File: src/rtl/alu_sequencer.sv
// Multi-cycle control sequencer: accepts instructions over valid/ready, drives the
// ALU, register file and data memory, and owns the FLAG/OVERFLOW status registers.
module alu_sequencer #(
    parameter int IW          = 9,
    parameter int MEM_TIMEOUT = 15
) (
    input  logic          CLK,
    input  logic          RESET_N,
    input  logic [IW-1:0] INST,
    input  logic          INST_VALID,
    output logic          INST_READY,
    output logic [2:0]    ALU_OP,
    output logic [2:0]    ALU_FUNC,
    output logic          ALU_FLAG_IN,
    output logic          ALU_OVF_IN,
    input  logic          ALU_FLAG_OUT,
    input  logic          ALU_OVF_OUT,
    output logic [2:0]    RF_RA,
    output logic [2:0]    RF_RB,
    output logic          RF_WE,
    output logic [2:0]    RF_WADDR,
    output logic          MEM_REQ,
    output logic          MEM_WE,
    input  logic          MEM_ACK,
    output logic          MEM_ERR,
    output logic          HALTED
);

    localparam int CW = $clog2(MEM_TIMEOUT + 1);

    localparam logic [2:0] S_IDLE = 3'd0;
    localparam logic [2:0] S_EXEC = 3'd1;
    localparam logic [2:0] S_MEM  = 3'd2;
    localparam logic [2:0] S_WB   = 3'd3;
    localparam logic [2:0] S_HALT = 3'd4;

    localparam logic [2:0] OP_LW  = 3'd0;
    localparam logic [2:0] OP_SW  = 3'd1;
    localparam logic [2:0] OP_ADD = 3'd2;
    localparam logic [2:0] OP_SUB = 3'd3;
    localparam logic [2:0] OP_CEQ = 3'd4;
    localparam logic [2:0] OP_CLT = 3'd5;
    localparam logic [2:0] OP_SEI = 3'd6;

    localparam logic [2:0] FN_CLRS = 3'd6;
    localparam logic [2:0] FN_HALT = 3'd7;

    logic [2:0]    state_q, state_d;
    logic [IW-1:0] inst_q, inst_d;
    logic          flag_q, flag_d;
    logic          ovf_q, ovf_d;
    logic          err_q, err_d;
    logic [CW-1:0] cnt_q, cnt_d;
    logic          rf_we;

    logic [2:0] op, ra, fn;
    assign op = inst_q[8:6];
    assign ra = inst_q[5:3];
    assign fn = inst_q[2:0];

    always_comb begin
        state_d = state_q;
        inst_d  = inst_q;
        flag_d  = flag_q;
        ovf_d   = ovf_q;
        err_d   = err_q;
        cnt_d   = cnt_q;
        rf_we   = 1'b0;
        case (state_q)
            S_IDLE: begin
                if (INST_VALID) begin
                    inst_d  = INST;
                    state_d = S_EXEC;
                end
            end
            S_EXEC: begin
                state_d = S_IDLE;
                case (op)
                    OP_LW, OP_SW: begin
                        state_d = S_MEM;
                        cnt_d   = '0;
                    end
                    OP_ADD, OP_SUB: begin
                        rf_we = 1'b1;
                        ovf_d = ALU_OVF_OUT;
                    end
                    OP_SEI: rf_we = 1'b1;
                    OP_CEQ, OP_CLT: flag_d = ALU_FLAG_OUT;
                    default: begin
                        if (fn == FN_HALT) begin
                            state_d = S_HALT;
                        end else if (fn == FN_CLRS) begin
                            flag_d = 1'b0;
                            ovf_d  = 1'b0;
                        end else begin
                            rf_we = 1'b1;
                            ovf_d = ALU_OVF_OUT;
                        end
                    end
                endcase
            end
            S_MEM: begin
                // ACK wins over a timeout landing in the same cycle
                if (MEM_ACK) begin
                    state_d = (op == OP_LW) ? S_WB : S_IDLE;
                    cnt_d   = '0;
                end else if (cnt_q == CW'(MEM_TIMEOUT - 1)) begin
                    err_d   = 1'b1;
                    state_d = S_IDLE;
                    cnt_d   = '0;
                end else begin
                    cnt_d = cnt_q + 1'b1;
                end
            end
            S_WB: begin
                rf_we   = 1'b1;
                state_d = S_IDLE;
            end
            S_HALT:  state_d = S_HALT;
            default: state_d = S_IDLE;
        endcase
    end

    always_ff @(posedge CLK or negedge RESET_N) begin
        if (!RESET_N) begin
            state_q <= S_IDLE;
            inst_q  <= '0;
            flag_q  <= 1'b0;
            ovf_q   <= 1'b0;
            err_q   <= 1'b0;
            cnt_q   <= '0;
        end else begin
            state_q <= state_d;
            inst_q  <= inst_d;
            flag_q  <= flag_d;
            ovf_q   <= ovf_d;
            err_q   <= err_d;
            cnt_q   <= cnt_d;
        end
    end

    // Status feedback is always the registered value, never bypassed
    assign ALU_FLAG_IN = flag_q;
    assign ALU_OVF_IN  = ovf_q;
    assign INST_READY  = (state_q == S_IDLE);
    assign ALU_OP      = op;
    assign ALU_FUNC    = fn;
    assign RF_RA       = ra;
    assign RF_RB       = fn;
    assign RF_WE       = rf_we;
    assign RF_WADDR    = ra;
    assign MEM_REQ     = (state_q == S_MEM);
    assign MEM_WE      = (state_q == S_MEM) && (op == OP_SW);
    assign MEM_ERR     = err_q;
    assign HALTED      = (state_q == S_HALT);

endmodule

File: config.mk
export PLATFORM = sky130hd
export DESIGN_NAME = alu_sequencer
export DESIGN_NICKNAME = d
export VERILOG_FILES = /design/src/rtl/alu_sequencer.sv
export SDC_FILE = /design/constraint.sdc
export NUM_CORES = 1
export LEC_CHECK = 0
export BUFFER_PORTS_ARGS = -buffer_cell sky130_fd_sc_hd__buf_2
export CORE_MARGIN = 5
export CORE_UTILIZATION = 48
export CTS_CLUSTER_DIAMETER = 50
export DETAILED_ROUTE_END_ITERATION = 6
export PLACE_DENSITY = 0.78
export SYNTH_ARGS = -nofsm -noshare
export SYNTH_HDL_FRONTEND = slang
export SYNTH_SLANG_ARGS = --single-unit
File: constraint.sdc
create_clock -name CLK -period 2.9 [get_ports CLK]
set_input_delay 0.145 -clock CLK [delete_from_list [all_inputs] [get_ports CLK]]
set_output_delay 0.145 -clock CLK [all_outputs]
set_load 0.01 [all_outputs]
Word level (Yosys, flattened, before mapping)
Index checks and enable logic that the tools add are counted.
W data, S select, Z words.
Operators by class
  $add $sub $neg: 1
  equal/unequal tests: 18
  multiplexer cells: 21
  bitwise operators: 3
  reductions and logical operators: 19
Operators by type and width (number)
  $eq A3 B3 Y1 const B: 6
  $reduce_or A5 Y1: 3
  $eq A3 B2 Y1 const B: 4
  $mux W3: 4
  $mux W4: 3
  $pmux W3 S4: 1
  $pmux W1 S2: 4
  $pmux W4 S2: 1
  $eq A3 B1 Y1 const B: 2
  $logic_not A3 Y1: 2
  $mux W1: 6
  $pmux W3 S2: 1
  $reduce_and A2 Y1: 3
  $reduce_and A3 Y1: 2
  $reduce_or A2 Y1: 3
  $add A4 B1 Y4 const B: 1
  $eq A4 B4 Y1 const B: 1
  $ne A2 B1 Y1 const B: 2
  $ne A2 B2 Y1 const B: 2
  $reduce_and A4 Y1: 1
  $reduce_bool A2 Y1: 2
  $reduce_or A4 Y1: 1
  $ne A3 B1 Y1 const B: 1
  $not A1 Y1: 3
  3 further kinds: 3
Storage, ports and cells
  bits in registers: 19
  output and inout port bits: 23

Depth between registers and ports, before layout
Gate-level depths: netlist of the first run.
  depth after elaboration: 5
  mapped depth: 5
  mapped depth without buffers: 5

Worst setup path after synthesis of the first run
Ideal clock, no wire load.
  path kind: reg-to-reg
  from: register state_q[2]
  to: register inst_q[0]
  setup time: 0.125 ns
  data arrival time: 1.406 ns
  data required time: 2.775 ns
  setup slack: 1.369 ns
  cell stages (with the launch flop): 5
  path through: dfrtp_1 -> nor3_2 -> and2_1 -> buf_6 -> mux2_2
On the way
  word-level cells in the longest chain between the ends: 2
Ends and longest elaborated chain
  from (decl): RTL line 48  | logic [2:0] state_q, state_d;
  from (signal assigned): RTL line 133  | state_q <= state_d;
  $logic_not A3 Y1
  named net INST_READY: RTL line 11  | output logic INST_READY,
  $reduce_and A2 Y1 (no source line)
  to (signal assigned): RTL line 134  | inst_q <= inst_d;
  to (decl): RTL line 49  | logic [IW-1:0] inst_q, inst_d;
The timed path passes the listed nets, and every way through them passes these cells.
A chain may end at the register's enable or synchronous reset.

Worst setup path in the final report of the first run
  from: register state_q[1]
  to: output MEM_WE
On the way
  word-level cells in the longest chain between the ends: 2
Ends and longest elaborated chain
  $eq A3 B2 Y1: RTL line 153  | assign MEM_WE = (state_q == S_MEM) && (op == OP_SW);
  $logic_and A1 B1 Y1: RTL line 153
  to (decl): RTL line 23  | output logic MEM_WE,
No other way between the ends.

==> results of run 1 <==
[power groups by stage]
stage / combinational, W / clock (W) / sequential (W)
after floorplan: 0.000360 / 0 / 0.000513
after global placement: 0.000504 / 0 / 0.000502
after detailed placement: 0.000512 / 0 / 0.000517
after CTS: 0.000514 / 0.000136 / 0.000511
after global routing: 0.000559 / 0.000149 / 0.000541
final: 0.000505 / 0.000134 / 0.000514
[registers in the layout, summed over array words and instances, names as in the netlist]
name / cells
state_q: 3
ALU_FLAG_IN: 1
inst_q: 9
MEM_ERR: 1
ALU_OVF_IN: 1
cnt_q: 4
[critical path, stage by stage (launching register included)]
cell     delay, ns
dfrtp_1       0.50
nor3b_1       0.42
and3_1        0.24
buf_2         0.13
[final timing paths]
check                            end  slack, ns  depth (start not counted)        from
max                           MEM_WE       1.16                          3  state_q[1]
min                        inst_q[3]       0.05                          2     INST[3]
min reg2reg                  MEM_ERR       0.47                          1     MEM_ERR
min in group asynchronous   cnt_q[3]       0.30                          2     RESET_N
max in group asynchronous  inst_q[2]       2.30                          2     RESET_N
max reg2reg                inst_q[0]       1.20                          3  state_q[2]
[area by class of cell]
| class | instances | area share, % |
|---|---|---|
| well taps | 27 | 2.81 |
| clock buffers | 4 | 2.18 |
| multi-input cells | 58 | 37.1 |
| repair buffers | 38 | 16.2 |
| inverters | 7 | 2.18 |
| flip-flops and latches | 19 | 39.5 |
[cell usage after synthesis (2+ instances only)]
cell type / count
nor3b_1: 4
mux2_1: 2
o311ai_0: 2
buf_4: 6
nand2_1: 4
o211ai_1: 2
nand3_1: 6
o21ai_0: 3
ha_1: 2
mux2_2: 6
dfrtp_1: 19
and3_1: 2
nand4_1: 3
or4b_1: 2
inv_1: 7
[layer usage]
metal	vias to the layer above	wire (um)
li1	405	-
met1	400	979
met2	32	999
met3	2	151
met4	0	12
met5	-	0
[kinds of logic after synthesis]
| kind of cell | share of synthesized area, % |
|---|---|
| compound gates | 12.3 |
| fa+ha+maj | 2.48 |
| buf+inv | 8.67 |
| flops | 47.1 |
| mux | 8.92 |
| simple gates | 20.6 |
[repair_timing]
action / in CTS / in global routing
hold buffers: 1 / 0
resized for setup: 0 / 0
endpoints found under the hold margin: 19 / 0
buffers inserted: 0 / 0
[metrics by stage]
step	total power [W]	setup slack, ns	hold WS, ns	instances
after global placement	0.00101	1.26	0.105	148
after global routing	0.00125	0.991	0.0484	153
final	0.00115	1.16	0.0524	153
after CTS	0.00116	1.19	0.0555	153
after floorplan	0.000873	1.37	-0.151	92
after detailed placement	0.00103	1.21	0.111	148
==> impl_metrics.env, run 1 <==
export IMPL_yosysTopAreaCell="dfrtp_1"
export IMPL_hold_viol=0
export IMPL_synthesis_nets=109
export IMPL_yosysTopAreaCellShare_pct=47.1
export IMPL_clk_pin_slew_ns=0.11
export IMPL_ir_drop_mv=0.630
export IMPL_grt_util_met2_pct=24.5
export IMPL_setup_violations=0
export IMPL_cts_path_max_buffers=2
export IMPL_post_dp_hpwl_mm=1.67
export IMPL_antenna_found_initial=0
export IMPL_yosysUniqueCellTypes=37
export IMPL_syn_inst=92
export IMPL_swShare_pct=42.3
export IMPL_maxCapViolations=0
export IMPL_dr_total_vias=839
export IMPL_start_kind="flip-flop"
export IMPL_cts_buffers=3
export IMPL_cts_sinks=19
export IMPL_core_area_mm2=0.00198
export IMPL_grt_met1_usage_pct=19.0
export IMPL_yosys_register_bits=19
export IMPL_status="finished clean"
export IMPL_sequentialPowerShare_pct=44.6
export IMPL_combPwrFrac_pct=43.8
export IMPL_pwr_share_clk_pct=11.6
export IMPL_hp_class="input pin to flip-flop"
export IMPL_ys_seq_area_share_pct=47.1
export IMPL_cts_root_buf="clkbuf_4"
export IMPL_max_slew_margin_pct=60.7
export IMPL_synth_area_top_cells="dfrtp_1 (47%), mux2_2 (6.7%), buf_4 (4.5%)"
export IMPL_required_ns=2.76
export IMPL_htree_levels=1
export IMPL_p_int_w=0.000666
export IMPL_synth_edf_count=0
export IMPL_clock_skew_ns=0.00655
export IMPL_p_per_area_mw_per_mm2=958
export IMPL_rsz0062_at_grt="false"
export IMPL_final_common_cell="buf_2"
export IMPL_rows=16
export IMPL_final_cell_mix="buf_2 (37), dfrtp_1 (19), inv_1 (7)"
export IMPL_timing_final_crit_period_ns=1.74
export IMPL_remaining_drc_errors=0
export IMPL_slew_violations=0
export IMPL_avgViaCountPerCell=5.48
export IMPL_grt_pass1_wl_mm=3.76
export IMPL_drive_above_1_share_pct=38.9
export IMPL_crit_type="flip-flop to primary output"
export IMPL_power_switching_w=0.000487
export IMPL_overflow=0
export IMPL_fillers=166
export IMPL_cts_tree="done"
export IMPL_fin_crit_sh_pct=59.8
export IMPL_place_congestion=0.794
export IMPL_port_buffers=37
export IMPL_stdcell_area_mm2=0.00120
export IMPL_nNetsFinal=144
export IMPL_ant_nets=0
export IMPL_p_leak_nw=0.576
export IMPL_place_area_mm2=0.00117
export IMPL_ioPinCount=38
export IMPL_fp_dieH_um=55.9
export IMPL_start_util_pct=50.9
export IMPL_regArea_um2=475
export IMPL_avgSynthCellArea_um2=11.0
export IMPL_grt_start_max_net_pins=20
export IMPL_async_flop_share_pct=100
export IMPL_endpoint_kind="primary output"
export IMPL_crit_fanout=9
export IMPL_syn_to_final_growth_pct=19.2
export IMPL_multiInputGateArea_um2=447
export IMPL_dr_pass1_iters=4
export IMPL_cp_arrival_ns=1.59
export IMPL_die_x_um=55.9
export IMPL_netlist_area_mm2=0.00101
export IMPL_synth_warnings=0
export IMPL_utilization_pct=60.7
export IMPL_tns_ns=0
export IMPL_die_area_mm2=0.00312
export IMPL_fmax_mhz=576
export IMPL_worstSkewPairLatency_ns=0.30
export IMPL_drt_iter0_markers=7
export IMPL_grt_use_total_pct=14.7
export IMPL_diodes=0
export IMPL_synth_ff_type="dfrtp_1"
export IMPL_grt_pass1_vias=864
export IMPL_wire_per_inst_um=14.0
export IMPL_drt_total_wl_mm=2.14
export IMPL_use_met3_pct=3.48
export IMPL_tightest_slew_ns=0.589
export IMPL_grt_busiest_layer="met2"
Note: power is estimated with default switching activity, not from simulation.
==> inputs of run 2 (changes only) <==
Settings changed: ABC_AREA from default to 1, CORE_UTILIZATION 48 to 44, PLACE_DENSITY 0.78 to 0.75.
Clock period 2.9 ns to 1.5 ns, I/O delays scaled along.
==> impl_metrics.env, run 2 <==
export IMPL_status="finished clean"
export IMPL_fin_crit_sh_pct=92.1
export IMPL_overflow=0
export IMPL_dr_pass1_iters=4
export IMPL_start_util_pct=45.1
export IMPL_yosysMostFrequentCell="nand2_1"
export IMPL_netlist_area_mm2=0.00109
export IMPL_setup_violations=0
export IMPL_slowest_stage="dfrtp_2"
export IMPL_hold_viol=0
export IMPL_yosysUniqueCellTypes=27
export IMPL_drive_above_1_share_pct=39.1
export IMPL_slew_violations=0
export IMPL_die_area_mm2=0.00356
export IMPL_port_buffers=37
export IMPL_place_congestion=0.850
export IMPL_post_dp_hpwl_mm=1.87
export IMPL_syn_inst=132
export IMPL_hp_class="input pin to flip-flop"
export IMPL_drt_iter0_markers=27
export IMPL_place_area_mm2=0.00125
export IMPL_synth_edf_count=0
export IMPL_worstSkewPairLatency_ns=0.30
export IMPL_yosys_register_bits=19
export IMPL_async_flop_share_pct=100
export IMPL_dp_cells=191
export IMPL_cpPeakStageDelay_ns=0.47
export IMPL_grt_pass1_vias=954
export IMPL_clk_pin_slew_ns=0.11
export IMPL_stdcell_area_mm2=0.00134
export IMPL_drt_total_wl_mm=2.44
export IMPL_power_w=0.00257
export IMPL_ioPinCount=38
export IMPL_ir_drop_mv=1.16
export IMPL_htree_levels=1
export IMPL_cts_path_max_buffers=2
export IMPL_synth_warnings=0
export IMPL_tightest_slew_ns=0.442
export IMPL_final_common_cell="buf_2"
export IMPL_required_ns=1.42
export IMPL_cts_root_buf="clkbuf_4"
export IMPL_largest_reg_flops=9
export IMPL_netlist_top_cells_count="nand2_1 (33), dfrtp_1 (19), nand3_1 (13)"
export IMPL_synth_ff_type="dfrtp_1"
export IMPL_multiInputGateArea_um2=503
export IMPL_avgSynthCellArea_um2=8.23
export IMPL_yosysTopAreaCell="dfrtp_1"
export IMPL_clock_skew_ns=0.00572
export IMPL_regArea_um2=479
export IMPL_diodes=0
export IMPL_synth_area_top_cells="dfrtp_1 (44%), nand2_1 (11%), nand3_1 (6.0%)"
export IMPL_cts_buffers=3
export IMPL_top_regs="inst_q x9, cnt_q x4, state_q x3"
export IMPL_crit_fanout=4
export IMPL_critPathTopFamily="flip-flops"
export IMPL_timing_final_crit_period_ns=1.38
export IMPL_path_buf_inv=2
export IMPL_avgViaCountPerCell=4.86
export IMPL_crit_path_cell_trace="inv_2 -> nand3_4 -> nor4_4 -> buf_2"
export IMPL_crit_type="flip-flop to primary output"
export IMPL_die_x_um=59.7
export IMPL_p_leak_nw=0.739
export IMPL_p_per_area_mw_per_mm2=1920
export IMPL_wire_per_inst_um=12.3
export IMPL_fillers=220
export IMPL_start_kind="flip-flop"
export IMPL_ys_seq_area_share_pct=43.8
export IMPL_grt_pass1_wl_mm=3.93
export IMPL_fmax_mhz=724
export IMPL_rows=18
export IMPL_nNetsFinal=187
export IMPL_dr_total_vias=967
export IMPL_core_area_mm2=0.00241
export IMPL_fin_cells=199
export IMPL_maxCapViolations=0
export IMPL_cts_sinks=19
export IMPL_fp_dieH_um=59.7
export IMPL_cp_arrival_ns=1.31
export IMPL_tns_ns=0
export IMPL_cts_tree="done"
export IMPL_synthesis_nets=149
export IMPL_remaining_drc_errors=0
export IMPL_ant_nets=0
export IMPL_antenna_found_initial=0
export IMPL_endpoint_kind="primary output"
export IMPL_grt_use_total_pct=14.4
export IMPL_max_slew_margin_pct=70.6
export IMPL_grt_start_max_net_pins=20
export IMPL_top_register="inst_q"
export IMPL_rsz0062_at_grt="false"
export IMPL_yosysTopAreaCellShare_pct=43.8
export IMPL_final_cell_mix="buf_2 (37), nand2_1 (33), dfrtp_1 (16)"
export IMPL_syn_to_final_growth_pct=23.4
[run 2: cell types whose count changed after synthesis, moves of 4 or more]
cell and delta:
nand2_1 +29, nor2_1 +9, nand3_1 +7, mux2_2 -6, inv_1 +5, inv_2 +5
nor3b_1 -4
[run 2: cell type report]
cell class | count | area share, %
tap | 30 | 2.80
clock inverter | 1 | 0.373
inverter | 18 | 5.23
timing repair buffer | 41 | 16.6
clock buffer | 3 | 1.68
multi-input combinational | 87 | 37.5
sequential | 19 | 35.8
[run 2: report_power, final]
part,switching [W],internal (W),total (W)
clock,0.000161,0.0000992,0.000260
combinational,0.000830,0.000516,0.00135
sequential,0.000238,0.000728,0.000966
total,0.00123,0.00134,0.00257
[run 2: what timing repair did]
action                                  in CTS  in global routing
gates cloned                                 0                  0
endpoints found under the setup margin       1                  2
hold buffers                                 2                  1
setup buffers                                0                  1
resized for setup                            2                  5
endpoints found under the hold margin       20                  1
[run 2: path summary, 6_finish.rpt]
| path | endpoint | cells past startpoint | slack (ns) | start |
|---|---|---|---|---|
| worst max register to register | MEM_ERR | 5 | 0.20 | cnt_q[0] |
| min in group asynchronous | ALU_FLAG_IN | 2 | 0.25 | RESET_N |
| max in group asynchronous | inst_q[7] | 2 | 0.92 | RESET_N |
| worst min register to register | MEM_ERR | 1 | 0.48 | MEM_ERR |
| worst min-delay path | inst_q[3] | 3 | 0.009 | INST[3] |
| worst max-delay path | MEM_WE | 4 | 0.12 | state_q[2] |
[run 2: through the flow]
step	hold slack (ns)	utilization, %	setup slack [ns]
floorplan	-0.221	-	0.342
global placement	0.0346	51.8	0.291
detailed placement	0.0421	51.8	0.221
CTS	0.00212	53.9	0.0213
global route	0.0131	55.6	0.0286
finish	0.00862	55.6	0.118
[run 2: per-layer routing]
layer | up-vias | wire length, um | global-route usage, %
met5 | - | 0 | 0
met4 | 0 | 0 | 5.06
met3 | 0 | 111 | 3.24
met2 | 20 | 1310 | 24.4
met1 | 455 | 1030 | 17.8
li1 | 492 | - | -
[run 2: worst min-delay path: cells and delay by family]
family | cells | cell delay, ns
and+or+nand+nor | 2 | 0.13
buffers and inverters | 1 | 0.07
[run 2: cells by family (layout without fill, tap and decap cells)]
| family | after synthesis | count (layout) | synth area share [%] |
|---|---|---|---|
| and+or+nand+nor | 70 | 70 | 31.7 |
| DFF | 19 | 19 | 43.8 |
| AOI/OAI and AO/OA | 14 | 14 | 9.45 |
| adders and majority gates | 2 | 2 | 2.30 |
| buffers and inverters | 26 | 63 | 12.0 |
| xor gates and xnor gates | 1 | 1 | 0.807 |
==> inputs of run 3 (changes only) <==
Settings changed: PLACE_DENSITY 0.75 to 0.73.
==> impl_metrics.env, run 3 (synthesis results as in run 2) <==
export IMPL_status="finished clean"
export IMPL_syn_to_final_growth_pct=23.4
export IMPL_rsz0062_at_grt="true"
export IMPL_cts_sinks=19
export IMPL_max_slew_margin_pct=72.1
export IMPL_slew_violations=0
export IMPL_cp_arrival_ns=1.38
export IMPL_drive_above_1_share_pct=38.6
export IMPL_clock_skew_ns=0.00167
export IMPL_fin_crit_sh_pct=97.0
export IMPL_required_ns=1.42
export IMPL_port_buffers=37
export IMPL_overflow=0
export IMPL_endpoint_kind="primary output"
export IMPL_crit_type="flip-flop to primary output"
export IMPL_grt_pass1_vias=895
export IMPL_post_dp_hpwl_mm=1.77
export IMPL_timing_final_crit_period_ns=1.45
export IMPL_top_register="inst_q"
export IMPL_antenna_found_initial=0
export IMPL_dr_pass1_iters=4
export IMPL_final_common_cell="buf_2"
export IMPL_p_per_area_mw_per_mm2=1910
export IMPL_cts_tree="done"
export IMPL_maxCapViolations=0
export IMPL_drt_total_wl_mm=2.40
export IMPL_cts_path_max_buffers=2
export IMPL_htree_levels=1
export IMPL_start_util_pct=45.1
export IMPL_wire_per_inst_um=11.9
export IMPL_p_leak_nw=0.742
export IMPL_ant_nets=0
export IMPL_hold_viol=0
export IMPL_start_kind="flip-flop"
export IMPL_grt_use_total_pct=14.1
export IMPL_drt_iter0_markers=8
export IMPL_die_area_mm2=0.00356
export IMPL_worstSkewPairLatency_ns=0.29
export IMPL_die_x_um=59.7
export IMPL_diodes=0
export IMPL_place_congestion=0.842
export IMPL_fmax_mhz=688
export IMPL_cts_buffers=3
export IMPL_final_cell_mix="buf_2 (37), nand2_1 (33), dfrtp_1 (16)"
export IMPL_holdWs_ns=0.0134
export IMPL_ir_drop_mv=1.26
export IMPL_hp_class="input pin to flip-flop"
export IMPL_tightest_slew_ns=0.418
export IMPL_largest_reg_flops=9
export IMPL_setup_violations=0
export IMPL_crit_fanout=4
export IMPL_avgViaCountPerCell=4.86
export IMPL_nNetsFinal=189
export IMPL_tns_ns=0
export IMPL_remaining_drc_errors=0
export IMPL_grt_start_max_net_pins=20
export IMPL_top_regs="inst_q x9, cnt_q x4, state_q x3"
export IMPL_core_area_mm2=0.00241
export IMPL_fp_dieH_um=59.7
export IMPL_clk_pin_slew_ns=0.10
export IMPL_grt_pass1_wl_mm=3.86
export IMPL_dr_total_vias=977
export IMPL_ioPinCount=38
export IMPL_rows=18
export IMPL_cts_root_buf="clkbuf_4"
-- run 3: changes by cell type in the layout (fill, tap and decap cells not counted), sizes merged --
| cell | delta |
|---|---|
| buf | +1 |
| clkbuf | +1 |
| dlygate4sd3 | +1 |
| clkinv | -1 |
-- run 3: power breakdown --
part	internal (W)	switching (W)
Sequential	0.000729	0.000221
Clock	0.000103	0.000151
Combinational	0.000526	0.000827
Total	0.00136	0.00120
-- run 3: final timing paths --
path / from / endpoint / slack (ns) / depth (start not counted)
max in group asynchronous: RESET_N / state_q[2] / 0.95 / 2
worst max-delay path: state_q[2] / MEM_WE / 0.05 / 4
min in group asynchronous: RESET_N / inst_q[3] / 0.23 / 2
worst max register to register: cnt_q[0] / cnt_q[1] / 0.19 / 7
worst min-delay path: INST[4] / inst_q[4] / 0.01 / 3
worst min register to register: ALU_FLAG_IN / ALU_FLAG_IN / 0.50 / 2
-- run 3: per-stage QoR --
stage          util, %  std cells  instance area, um^2  setup WS [ns]  total power, W
2_1_floorplan        -        132                 1090          0.342         0.00191
3_3_place_gp      51.8        191                 1250          0.277         0.00220
3_5_place_dp      51.8        191                 1250          0.221         0.00225
4_1_cts           53.3        196                 1280       -0.00315         0.00251
5_1_grt           55.6        201                 1340        -0.0183         0.00278
6_report          55.6        201                 1340         0.0456         0.00256
-- run 3: worst max-delay path: stages (launching register included) --
cell and delay (ns):
dfrtp_2 0.46, inv_2 0.10, nand3_2 0.13, nor4_2 0.21, buf_2 0.19
-- run 3: layer usage --
| metal | routed length [um] | track usage, % |
|---|---|---|
| met1 | 963 | 18.3 |
| met4 | 48 | 7.28 |
| met3 | 160 | 3.24 |
| met2 | 1230 | 21.9 |
| met5 | 0 | 0 |
-- run 3: timing repair --
item / 4_1_cts / 5_1_grt
hold buffers: 1 / 3
setup endpoints to repair: 1 / 2
resized for setup: 0 / 4
buffers inserted: 0 / 2
endpoints found under the hold margin: 19 / 3
cloned: 0 / 0
-- run 3: cell type report --
type	instances	area, um^2
inverter	18	70.1
timing repair buffer	43	240
multi-input combinational	87	487
clock buffer	4	26.3
fill	212	1070
sequential	19	479
tap	30	37.5
